--- src/rtl/gray_ptr_sync_multi.sv ---
// gray_ptr_sync_multi: multi-stage gray pointer + flag synchroniser with registered binary pointer and update pulse (optional step check under GRAY_SYNC_CHECK_EN)
module gray_ptr_sync_multi #(
  parameter int AWIDTH = 3,
  parameter int SYNC_STAGES = 2,
  parameter int FLAG_CNT = 1,
  parameter logic [FLAG_CNT-1:0] FLAG_RST = '0
) (
  input  logic                clk_i,
  input  logic                srst_i,
  input  logic [AWIDTH:0]     pntr_gray_i,
  input  logic [FLAG_CNT-1:0] flag_i,
  output logic [AWIDTH:0]     pntr_gray_o,
  output logic [AWIDTH:0]     pntr_bin_o,
  output logic                pntr_upd_o,
  output logic [FLAG_CNT-1:0] flag_o,
  output logic                gray_err_o
);
  if (SYNC_STAGES < 2 || SYNC_STAGES > 4) begin : g_bad_stages
    $error("gray_ptr_sync_multi: SYNC_STAGES must be in 2..4");
  end
  logic [SYNC_STAGES-1:0][AWIDTH:0]   ptr_q;
  logic [SYNC_STAGES-1:0][FLAG_CNT-1:0] flag_q;
  logic [AWIDTH:0] bin_q, bin_d;
  logic            upd_q, upd_d;
  assign pntr_gray_o = ptr_q[SYNC_STAGES-1];
  assign flag_o      = flag_q[SYNC_STAGES-1];
  assign pntr_bin_o  = bin_q;
  assign pntr_upd_o  = upd_q;
  // gray->binary: each binary bit is the xor of all gray bits at or above it
  always_comb begin
    bin_d = '0;
    for (int i = 0; i <= AWIDTH; i++) bin_d[i] = ^(pntr_gray_o >> i);
    upd_d = bin_d != bin_q;
  end
  // synchroniser chains; first stage takes the raw input with only the reset mux in front
  always_ff @(posedge clk_i) begin
    if (srst_i) begin
      ptr_q  <= '0;
      flag_q <= {SYNC_STAGES{FLAG_RST}};
      bin_q  <= '0;
      upd_q  <= 1'b0;
    end else begin
      ptr_q  <= {ptr_q[SYNC_STAGES-2:0], pntr_gray_i};
      flag_q <= {flag_q[SYNC_STAGES-2:0], flag_i};
      bin_q  <= bin_d;
      upd_q  <= upd_d;
    end
  end
`ifdef GRAY_SYNC_CHECK_EN
  logic [AWIDTH:0] prev_q;
  logic            chk_q, err_q, err_d;
  assign err_d      = err_q | (chk_q & ($countones(pntr_gray_o ^ prev_q) > 1));
  assign gray_err_o = err_q;
  // sticky flag for synchronised pointer moving more than one bit; first edge after reset skipped
  always_ff @(posedge clk_i) begin
    if (srst_i) begin
      prev_q <= '0;
      chk_q  <= 1'b0;
      err_q  <= 1'b0;
    end else begin
      prev_q <= pntr_gray_o;
      chk_q  <= 1'b1;
      err_q  <= err_d;
    end
  end
`else
  assign gray_err_o = 1'b0;
`endif
endmodule

--- config.mk ---
export PLATFORM = sky130hd
export DESIGN_NAME = gray_ptr_sync_multi
export DESIGN_NICKNAME = d
export VERILOG_FILES = /design/src/rtl/gray_ptr_sync_multi.sv
export SDC_FILE = /design/constraint.sdc
export NUM_CORES = 1
export LEC_CHECK = 0
export BUFFER_PORTS_ARGS = -buffer_cell sky130_fd_sc_hd__buf_2
export CORE_AREA = 2 2 39 41
export DETAILED_ROUTE_END_ITERATION = 8
export DIE_AREA = 0 0 41 43
export PLACE_DENSITY = 0.67
export SETUP_SLACK_MARGIN = 0.05
export SLEW_MARGIN = 20
export SYNTH_ARGS = -nofsm -noshare
export SYNTH_HDL_FRONTEND = slang
export SYNTH_SLANG_ARGS = --single-unit
--- constraint.sdc ---
create_clock -name clk_i -period 1.8 [get_ports clk_i]
set_clock_uncertainty 0.2 [all_clocks]
set_input_delay 0.09 -clock clk_i [delete_from_list [all_inputs] [get_ports clk_i]]
set_output_delay 0.09 -clock clk_i [all_outputs]
set_load 0.01 [all_outputs]
==> flow_metrics.py, run 1 <==
metrics = {
    "finish": {
        "nFillCells": 132,
        "nets": 82,
        "diodes": 0,
        "layout-area-overhead-vs-synth_pct": 35.3,
        "multi_input_area_um2": 211,
        "fin_cells": 90,
        "fin_util_pct": 54.1,
        "ff_latch_area_um2": 300,
        "layout-drive-gt1-share_pct": 31.1,
    },
    "setup_path": {
        "rrSetupSlack_ns": 0.29,
        "critical_path_class": "in2reg",
        "crit_family": "buffers and inverters",
        "cp-start-kind": "input port",
        "endpoint_kind": "flop",
        "arrival_ns": 1.51,
        "cp_slowest_cell": "dlygate4sd3_1",
        "cp_max_fo": 15,
        "worst-path-buf-inv": 3,
        "cpPeakStageDelay_ns": 0.56,
        "cp_cell_sequence": "dlygate4sd3_1 > buf_2 > nor2b_1 > dlygate4sd3_1",
        "cp_common_cell": "dlygate4sd3_1",
        "worstPathRequired_ns": 1.76,
    },
    "die": {
        "initial_core_util_pct": 40.0,
        "dieArea_um2": 1760,
        "die_x_um": 41,
        "core_area_um2": 1380,
        "num_io_pins": 18,
        "fp.dieH_um": 43,
        "std_cell_rows": 14,
    },
    "status": {
        "status": "finished, final reports clean",
    },
    "pwr": {
        "vdd_ir_drop_max_mv": 0.419,
        "power_density_nw_per_um2": 854,
        "total_power_uw": 639,
        "leakagePower_uw": 0.000350,
    },
    "routing": {
        "wl_per_cell_um": 8.52,
        "postRouteAntennaNets": 0,
        "dr.pass1.iters": 1,
        "topRoutingLayerUsed": "met4",
        "wl_met3_um": 43,
        "vias": 381,
        "routed_via_density": 4.23,
        "wl_met2_um": 327,
        "met1Wirelength_um": 377,
        "drc_errors": 0,
        "wl_um": 767,
        "drtIter0Drc": 0,
    },
    "synthesis": {
        "synth_cells": 49,
        "synthTopCellsByArea": "dfxtp_1 54%, nor2b_1 12%, buf_4 6.8%",
        "yosysTopAreaCellShare_pct": 54.3,
        "syn_area_um2": 553,
        "synthTopCellsByCount": "15 x dfxtp_1, 11 x nor2b_1, 5 x buf_4, 3 x nor2_1, 2 x xor2_1",
        "synth_nets": 56,
        "yosys_warnings": 0,
        "synthFlopType": "dfxtp_1",
        "synth.largest_area_cell": "dfxtp_1",
        "ys_types": 18,
        "async_reset_ff_share_pct": 0,
        "avgSynthCellArea_um2": 11.3,
        "yosysMostFrequentCell": "dfxtp_1",
        "synth-seq-cells": 15,
        "seq_area_frac_synth_pct": 54.3,
        "synth-edff-count": 0,
    },
    "grt": {
        "grt_pass1_wl_mm": 1.29,
        "grt_overflow": 0,
        "antenna_found_initial": 0,
        "grt_pass1_vias": 329,
        "grt_max_degree": 16,
        "track_usage_pct": 11.4,
    },
    "place": {
        "gp_congestion": 0.562,
        "placed_cells": 75,
        "io_buffers": 16,
    },
    "sta": {
        "fmax_mhz": 644,
        "setup_tns_ns": 0,
        "fin_crit_ns": 1.55,
        "report.final.setup_viol": 0,
        "finalMaxSlewViolations": 0,
        "rsz0062_at_grt": "false",
        "min_period_over_period_pct": 86.3,
        "hold_violations": 0,
    },
    "cts": {
        "cts_tree": "built",
        "clk_pin_slew_ns": 0.08,
        "cts.sinks": 15,
        "clk_latency_ns": 0.27,
        "cts_root_buffer": "clkbuf_4",
        "cts_buffer_depth": 2,
        "cts.htree.levels": 1,
        "cts_buffers": 3,
    },
    "min_path": {
        "hold_class": "reg2reg",
    },
    "run": {
        "cap_violations": 0,
    },
}
==> layout by cell type (no fill, tap or decap), types with 2 or more instances in the layout <==
| cell | n |
|---|---|
| buf_2 | 16 |
| clkbuf_4 | 3 |
| dfxtp_1 | 15 |
| dlygate4sd3_1 | 11 |
| nor2_1 | 3 |
| nor2b_1 | 11 |
| xor2_1 | 2 |
==> sequential cells by signal, indices dropped and copies added, names as in the netlist <==
name / cells
pntr_bin_o: 4
pntr_gray_o: 4
pntr_upd_o: 1
flag_o: 1
flag_q: 1
ptr_q: 4
==> routing by layer <==
metal	global-route usage (%)	vias up
met5	0	-
met4	12.0	0
met3	1.57	2
met2	15.3	12
met1	14.0	165
li1	-	202
==> per-stage QoR <==
stage	instance area [µm²]	worst slack, ns	hold WS [ns]
CTS	748	0.264	0.240
finish	748	0.246	0.238
global route	748	0.202	0.261
floorplan	553	0.371	-0.0384
detailed placement	612	0.298	0.103
global placement	612	0.307	0.0971
==> worst paths after layout <==
kind / end / startpoint / cells after the start
setup reg to reg: pntr_upd_o / pntr_gray_o[3] / 4
hold reg to reg: pntr_gray_o[2] / ptr_q[2] / 1
setup / recovery: ptr_q[3] / srst_i / 4
hold / removal: pntr_gray_o[2] / ptr_q[2] / 1
==> what timing repair did <==
item / 4_1_cts / 5_1_grt
hold endpoints to repair: 15 / 0
buffers inserted: 0 / 0
hold buffers: 11 / 0
resized for setup: 0 / 0
==> area by class of cell <==
cell class | count | area share, %
well taps | 16 | 2.68
repair buffers | 27 | 25.4
flip-flops and latches | 15 | 40.1
clock buffers | 4 | 3.51
multi-input cells | 28 | 28.3
==> where the power goes <==
part / internal (µW) / switching, µW / total [µW] / leakage [µW]
clock network: 85.7 / 98.4 / 184 / 0.0000150
registers: 351 / 10.6 / 362 / 0.000124
logic: 56.6 / 36.3 / 92.9 / 0.000211
total: 493 / 145 / 639 / 0.000350
==> kinds of logic after synthesis <==
family / share of synthesized area (%)
simple gates: 18.8
flops: 54.3
buf+inv: 7.47
xor+xnor: 13.4
compound gates: 5.43
other cells: 0.678
(Power assumes the default switching activity.)
==> run 2: changes to the inputs <==
==> constraint.sdc (replaced) <==
create_clock -name clk_i -period 1.8 [get_ports clk_i]
set_clock_uncertainty 0.2 [all_clocks]
set_input_delay 0.27 -clock clk_i [delete_from_list [all_inputs] [get_ports clk_i]]
set_output_delay 0.27 -clock clk_i [all_outputs]
set_load 0.01 [all_outputs]
==> run 2 against run 1 <==
- sequential share of layout area rose by 3.5 points
- count of clock-buffer cells in the layout did not move
- utilization fell by 4.3 points
- non-clock buffer count fell by 6
- die area did not move
- largest power group unchanged
- highest routed layer unchanged
==> flow_metrics.py, run 2 (same netlist as run 1, synthesis figures left out) <==
metrics = {
    "place": {
        "pre_cts_ws_ns": 0.298,
        "placed_cells": 75,
        "gp_congestion": 0.562,
        "io_buffers": 16,
    },
    "routing": {
        "wl_per_cell_um": 9.13,
        "drc_errors": 0,
        "postRouteAntennaNets": 0,
        "routed_via_density": 4.23,
        "dr.pass1.iters": 1,
        "wl_um": 767,
        "vias": 355,
        "drtIter0Drc": 0,
    },
    "cts": {
        "cts_buffer_depth": 2,
        "cts.htree.levels": 1,
        "cts_resized": 0,
        "clk_pin_slew_ns": 0.09,
        "clk_latency_ns": 0.28,
        "cts_buffers": 3,
        "cts.sinks": 15,
        "cts_root_buffer": "clkbuf_4",
        "cts_tree": "built",
    },
    "setup_path": {
        "rrSetupSlack_ns": 0.30,
        "critical_path_class": "reg2reg",
        "rr_worst_depth": 4,
        "rr_startpoint": "pntr_gray_o[3]",
        "cp-start-kind": "flop",
        "endpoint_kind": "flop",
        "arrival_ns": 1.52,
        "worstPathRequired_ns": 1.82,
        "worst_r2r_endpoint": "pntr_upd_o",
        "cp_max_fo": 7,
    },
    "die": {
        "num_io_pins": 18,
        "dieArea_um2": 1760,
        "core_area_um2": 1380,
        "die_x_um": 41,
        "initial_core_util_pct": 40.0,
        "std_cell_rows": 14,
        "fp.dieH_um": 43,
    },
    "run": {
        "cap_violations": 0,
    },
    "pwr": {
        "switching_share_pct": 22.9,
        "power_density_nw_per_um2": 914,
        "power.switching_uw": 144,
        "clock_power_share_pct": 29.3,
        "leakagePower_uw": 0.000318,
        "power_frac_seq_pct": 57.5,
        "p_comb_share_pct": 13.2,
        "internal_power_uw": 485,
        "vdd_ir_drop_max_mv": 0.360,
    },
    "finish": {
        "final_common_cell": "buf_2",
        "nets": 76,
        "final_cell_mix": "16 x buf_2, 15 x dfxtp_1, 11 x nor2b_1, 5 x dlygate4sd3_1",
        "layout-drive-gt1-share_pct": 33.8,
        "fin_cells": 84,
        "layout-area-overhead-vs-synth_pct": 24.4,
        "diodes": 0,
    },
    "sta": {
        "report.final.setup_viol": 0,
        "fmax_mhz": 665,
        "min_period_over_period_pct": 83.5,
        "hold_violations": 0,
        "rsz0062_at_grt": "false",
        "finalMaxSlewViolations": 0,
        "fin_crit_ns": 1.50,
        "worst_slack_ns": 0.297,
        "setup_tns_ns": 0,
    },
    "grt": {
        "grt_overflow": 0,
        "grt_pass1_wl_mm": 1.26,
        "track_usage_pct": 11.4,
        "grt_pass1_vias": 316,
        "grt_max_degree": 16,
        "antenna_found_initial": 0,
    },
    "min_path": {
        "hold_end": "pntr_upd_o",
        "min-delay-start": "srst_i",
        "min_path_cells": 2,
        "hold_class": "in2reg",
    },
    "status": {
        "status": "finished, final reports clean",
    },
}
-- run 2: cell types whose count changed in the layout (fill, tap and decap cells not counted) --
cell | previous run | this run
dlygate4sd3_1 | 11 | 5
-- run 2: repair_timing --
item	4_1_cts	5_1_grt
hold endpoints to repair	5	0
hold buffers	5	0
buffers inserted	0	0
-- run 2: worst max path at each step --
stage / from / endpoint / slack (ns) / depth (start not counted)
after floorplan: pntr_gray_o[2] / pntr_upd_o / 0.37 / 4
after global placement: pntr_gray_o[3] / pntr_upd_o / 0.31 / 4
after detailed placement: pntr_gray_o[3] / pntr_upd_o / 0.30 / 4
after CTS: pntr_gray_o[2] / pntr_upd_o / 0.28 / 4
after global routing: pntr_gray_o[3] / pntr_upd_o / 0.21 / 4
final: pntr_gray_o[3] / pntr_upd_o / 0.30 / 4
-- run 2: power groups by stage --
| stage | logic [µW] | clock network, µW | registers [µW] |
|---|---|---|---|
| global route | 92.5 | 209 | 364 |
| finish | 83.2 | 184 | 361 |
| CTS | 84.1 | 193 | 362 |
| floorplan | 52.8 | 0 | 374 |
| global placement | 75.2 | 0 | 369 |
| detailed placement | 75.8 | 0 | 370 |
-- run 2: layout make-up --
| type | count | area [µm²] |
|---|---|---|
| multi-input cells | 28 | 211 |
| fillers | 136 | 696 |
| flip-flops and latches | 15 | 300 |
| clock buffers | 4 | 26.3 |
| well taps | 16 | 20.0 |
| repair buffers | 21 | 130 |
-- run 2: through the flow --
| stage | hold slack [ns] | total power (µW) | util [%] | area [µm²] |
|---|---|---|---|---|
| floorplan | 0.142 | 427 | - | 553 |
| global placement | 0.215 | 444 | 44.2 | 612 |
| detailed placement | 0.220 | 445 | 44.2 | 612 |
| CTS | 0.123 | 639 | 49.7 | 688 |
| global route | 0.135 | 666 | 49.7 | 688 |
| finish | 0.128 | 629 | 49.7 | 688 |
-- run 2: per-layer routing --
| layer | share of wire (%) | GRT usage (%) | vias up |
|---|---|---|---|
| met5 | 0 | 0 | - |
| met4 | 2.5 | 14.0 | 0 |
| met3 | 5.6 | 1.57 | 2 |
| met2 | 48 | 15.6 | 12 |
| met1 | 43 | 12.7 | 152 |
| li1 | - | - | 189 |
-- run 2: worst max-delay path, cell delays in order (launching register included) --
cell	delay [ns]
dfxtp_1	0.45
xnor2_2	0.17
xor2_2	0.22
xor3_1	0.27
a21oi_2	0.14
==> run 3: changes to the inputs <==
--- a/config.mk
+++ b/config.mk
@@ -5,11 +5,12 @@
 export SDC_FILE = /design/constraint.sdc
 export NUM_CORES = 1
 export LEC_CHECK = 0
+export ABC_AREA = 1
 export BUFFER_PORTS_ARGS = -buffer_cell sky130_fd_sc_hd__buf_2
 export CORE_AREA = 2 2 39 41
 export DETAILED_ROUTE_END_ITERATION = 8
 export DIE_AREA = 0 0 41 43
-export PLACE_DENSITY = 0.67
+export PLACE_DENSITY = 0.72
 export SETUP_SLACK_MARGIN = 0.05
 export SLEW_MARGIN = 20
 export SYNTH_ARGS = -nofsm -noshare
==> constraint.sdc (replaced) <==
create_clock -name clk_i -period 1.5 [get_ports clk_i]
set_clock_uncertainty 0.2 [all_clocks]
set_input_delay 0.225 -clock clk_i [delete_from_list [all_inputs] [get_ports clk_i]]
set_output_delay 0.225 -clock clk_i [all_outputs]
set_load 0.01 [all_outputs]
==> run 3 against run 2 <==
- sequential power increased by 19%
- utilization grew 4.0 points
- non-clock buffer count stayed put
- power increased by 21%
- flip-flop and latch count unchanged
- die area unchanged
- sequential share of layout area fell by 2.9 points
- via count grew 44%
- clock power increased by 25%
- register-to-register slack got worse by 0.12 ns
==> flow_metrics.py, run 3 <==
metrics = {
    "status": {
        "status": "finished, final reports clean",
    },
    "setup_path": {
        "worst-path-buf-inv": 1,
        "critical_path_class": "reg2reg",
        "cp_cell_sequence": "inv_2 > nand2_1 > nand2_1 > nand2_1 > nand2_1 > nand2_1 > nand2_1 > nor2_1 > nor2_1",
        "cp_slowest_cell": "dfxtp_1",
        "cp_common_cell": "nand2_1",
        "endpoint_kind": "flop",
        "worstPathRequired_ns": 1.48,
        "cp_max_fo": 5,
        "rr_worst_depth": 9,
        "worst_r2r_endpoint": "pntr_upd_o",
        "arrival_ns": 1.30,
        "rrSetupSlack_ns": 0.18,
        "crit_family": "simple AND/OR/NAND/NOR gates",
        "cp-start-kind": "flop",
        "cpPeakStageDelay_ns": 0.41,
        "rr_startpoint": "pntr_gray_o[1]",
    },
    "min_path": {
        "hold_end": "pntr_gray_o[3]",
        "hold_class": "in2reg",
        "min-delay-start": "srst_i",
        "min_path_cells": 2,
    },
    "die": {
        "initial_core_util_pct": 43.7,
        "fp.dieH_um": 43,
        "core_area_um2": 1380,
        "std_cell_rows": 14,
        "die_x_um": 41,
        "dieArea_um2": 1760,
        "num_io_pins": 18,
    },
    "pwr": {
        "p_comb_share_pct": 13.3,
        "internal_power_uw": 565,
        "leakagePower_uw": 0.000410,
        "vdd_ir_drop_max_mv": 0.745,
        "clock_power_share_pct": 30.2,
        "power_density_nw_per_um2": 1030,
        "power_frac_seq_pct": 56.5,
        "switching_share_pct": 25.9,
        "power.switching_uw": 198,
    },
    "routing": {
        "drtIter0Drc": 1,
        "dr.pass1.iters": 2,
        "vias": 512,
        "postRouteAntennaNets": 0,
        "drc_errors": 0,
        "routed_via_density": 4.30,
        "wl_per_cell_um": 8.24,
        "wl_um": 980,
    },
    "cts": {
        "cts.sinks": 15,
        "post-cts-setup-buffer-count": 0,
        "cts_buffers": 3,
        "cts.htree.levels": 1,
        "clk_latency_ns": 0.28,
        "cts_buffer_depth": 2,
        "cts_root_buffer": "clkbuf_4",
        "cts_tree": "built",
        "clk_pin_slew_ns": 0.09,
    },
    "synthesis": {
        "synth_simple_gate_area_share_pct": 29.2,
        "synth-edff-count": 0,
        "synth_top_family_by_area": "simple AND/OR/NAND/NOR gates",
        "ys_types": 13,
        "syn_area_um2": 604,
        "synthFlopType": "dfxtp_1",
        "muxShareOfSynthArea_pct": 0,
        "synthTopCellsByArea": "dfxtp_1 50%, nand2_1 11%, inv_1 9.3%",
        "synth_cells": 84,
        "async_reset_ff_share_pct": 0,
        "seq_area_frac_synth_pct": 49.7,
        "synth_nets": 91,
        "synth-seq-cells": 15,
        "yosysTopAreaCellShare_pct": 49.7,
        "synthAdderAreaFrac_pct": 0,
        "avgSynthCellArea_um2": 7.19,
        "synth_compound_area_share_pct": 1.66,
        "yosysMostFrequentCell": "nand2_1",
        "synth.largest_area_cell": "dfxtp_1",
        "synthTopCellsByCount": "18 x nand2_1, 15 x dfxtp_1, 15 x inv_1, 15 x nor2_1, 6 x nand3_1",
        "synth-xor-area-share_pct": 1.45,
        "yosys_warnings": 0,
    },
    "finish": {
        "fin_util_pct": 53.7,
        "layout-drive-gt1-share_pct": 26.2,
        "nFillCells": 141,
        "nets": 111,
        "diodes": 0,
        "final_cell_mix": "18 x nand2_1, 16 x buf_2, 15 x inv_1, 15 x nor2_1, 13 x dfxtp_1",
        "final_common_cell": "nand2_1",
        "layout-area-overhead-vs-synth_pct": 23.0,
    },
    "grt": {
        "grt_overflow": 0,
        "grt_max_degree": 16,
        "track_usage_pct": 13.7,
        "grt_pass1_wl_mm": 1.54,
        "grt_pass1_vias": 399,
        "antenna_found_initial": 0,
    },
    "run": {
        "cap_violations": 0,
    },
    "sta": {
        "min_period_over_period_pct": 88.0,
        "finalMaxSlewViolations": 0,
        "rsz0062_at_grt": "false",
        "setup_tns_ns": 0,
        "fmax_mhz": 758,
        "fin_crit_ns": 1.32,
        "report.final.setup_viol": 0,
        "hold_violations": 0,
    },
    "place": {
        "io_buffers": 16,
        "hpwl_um": 727,
        "gp_congestion": 0.651,
    },
}
-- run 3: cell types whose count changed in the layout (fill, tap and decap cells not counted), sizes merged, moves of 2 or more --
cell / before / now
inv: 0 / 17
nand2: 1 / 20
nand3: 1 / 7
nor2: 3 / 15
nor2b: 11 / 0
xor2: 3 / 1
-- run 3: metrics by stage --
stage / setup slack (ns) / hold WS, ns / instances / area (µm²) / total power, µW
final: 0.180 / 0.0708 / 119 / 743 / 763
after global routing: 0.0950 / 0.0663 / 119 / 743 / 813
after CTS: 0.119 / 0.0674 / 119 / 741 / 770
after detailed placement: 0.131 / 0.195 / 110 / 663 / 533
after global placement: 0.203 / 0.190 / 110 / 663 / 529
after floorplan: 0.280 / 0.0941 / 84 / 604 / 507
-- run 3: layer usage --
layer / wire (µm) / track usage (%) / vias up
met1: 425 / 14.3 / 218
li1: - / - / 275
met4: 29 / 8.00 / 0
met3: 64 / 7.85 / 4
met5: 0 / 0 / -
met2: 460 / 20.3 / 15
-- run 3: cell families after synthesis --
logic type / count (synthesis)
other: 1
DFF: 15
and+or+nand+nor: 42
buffers and inverters: 23
AOI/OAI and AO/OA: 2
xor gates and xnor gates: 1
-- run 3: worst reg2reg max path: stages (launching register included) --
cell and delay [ns]:
dfxtp_1 0.41, inv_2 0.07, nand2_1 0.07, nand2_1 0.05
nand2_1 0.10, nand2_1 0.06, nand2_1 0.05, nand2_1 0.05
nor2_1 0.10, nor2_1 0.05
-- run 3: how the worst max path moves through the flow --
stage | start | to | slack [ns] | depth (start not counted)
final | pntr_gray_o[1] | pntr_upd_o | 0.18 | 9
after global routing | pntr_gray_o[1] | pntr_upd_o | 0.1 | 9
after CTS | pntr_gray_o[3] | pntr_upd_o | 0.12 | 9
after detailed placement | pntr_gray_o[3] | pntr_upd_o | 0.13 | 9
after global placement | pntr_gray_o[3] | pntr_upd_o | 0.20 | 9
after floorplan | pntr_gray_o[3] | pntr_upd_o | 0.28 | 9
-- run 3: final cells by class --
type                    count  area [µm²]  share of cell area [%]
repair buffers             21         130                    17.5
inverters                  17        63.8                    8.59
multi-input cells          46         199                    26.8
clock buffers               3        22.5                    3.03
flip-flops and latches     15         303                    40.7
clock inverters             1        5.00                   0.673
well taps                  16        20.0                    2.69
-- run 3: power groups by stage --
stage	Clock, µW	Sequential, µW	Combinational, µW
CTS	236	431	103
floorplan	0	445	62.9
global placement	0	439	89.1
global route	264	434	115
finish	230	431	101
detailed placement	0	440	92.5
-- run 3: what timing repair did --
action / 4_1_cts / 5_1_grt
hold buffers: 5 / 0
setup endpoints to repair: 0 / 1
endpoints found under the hold margin: 5 / 0
gates resized for setup: 0 / 2
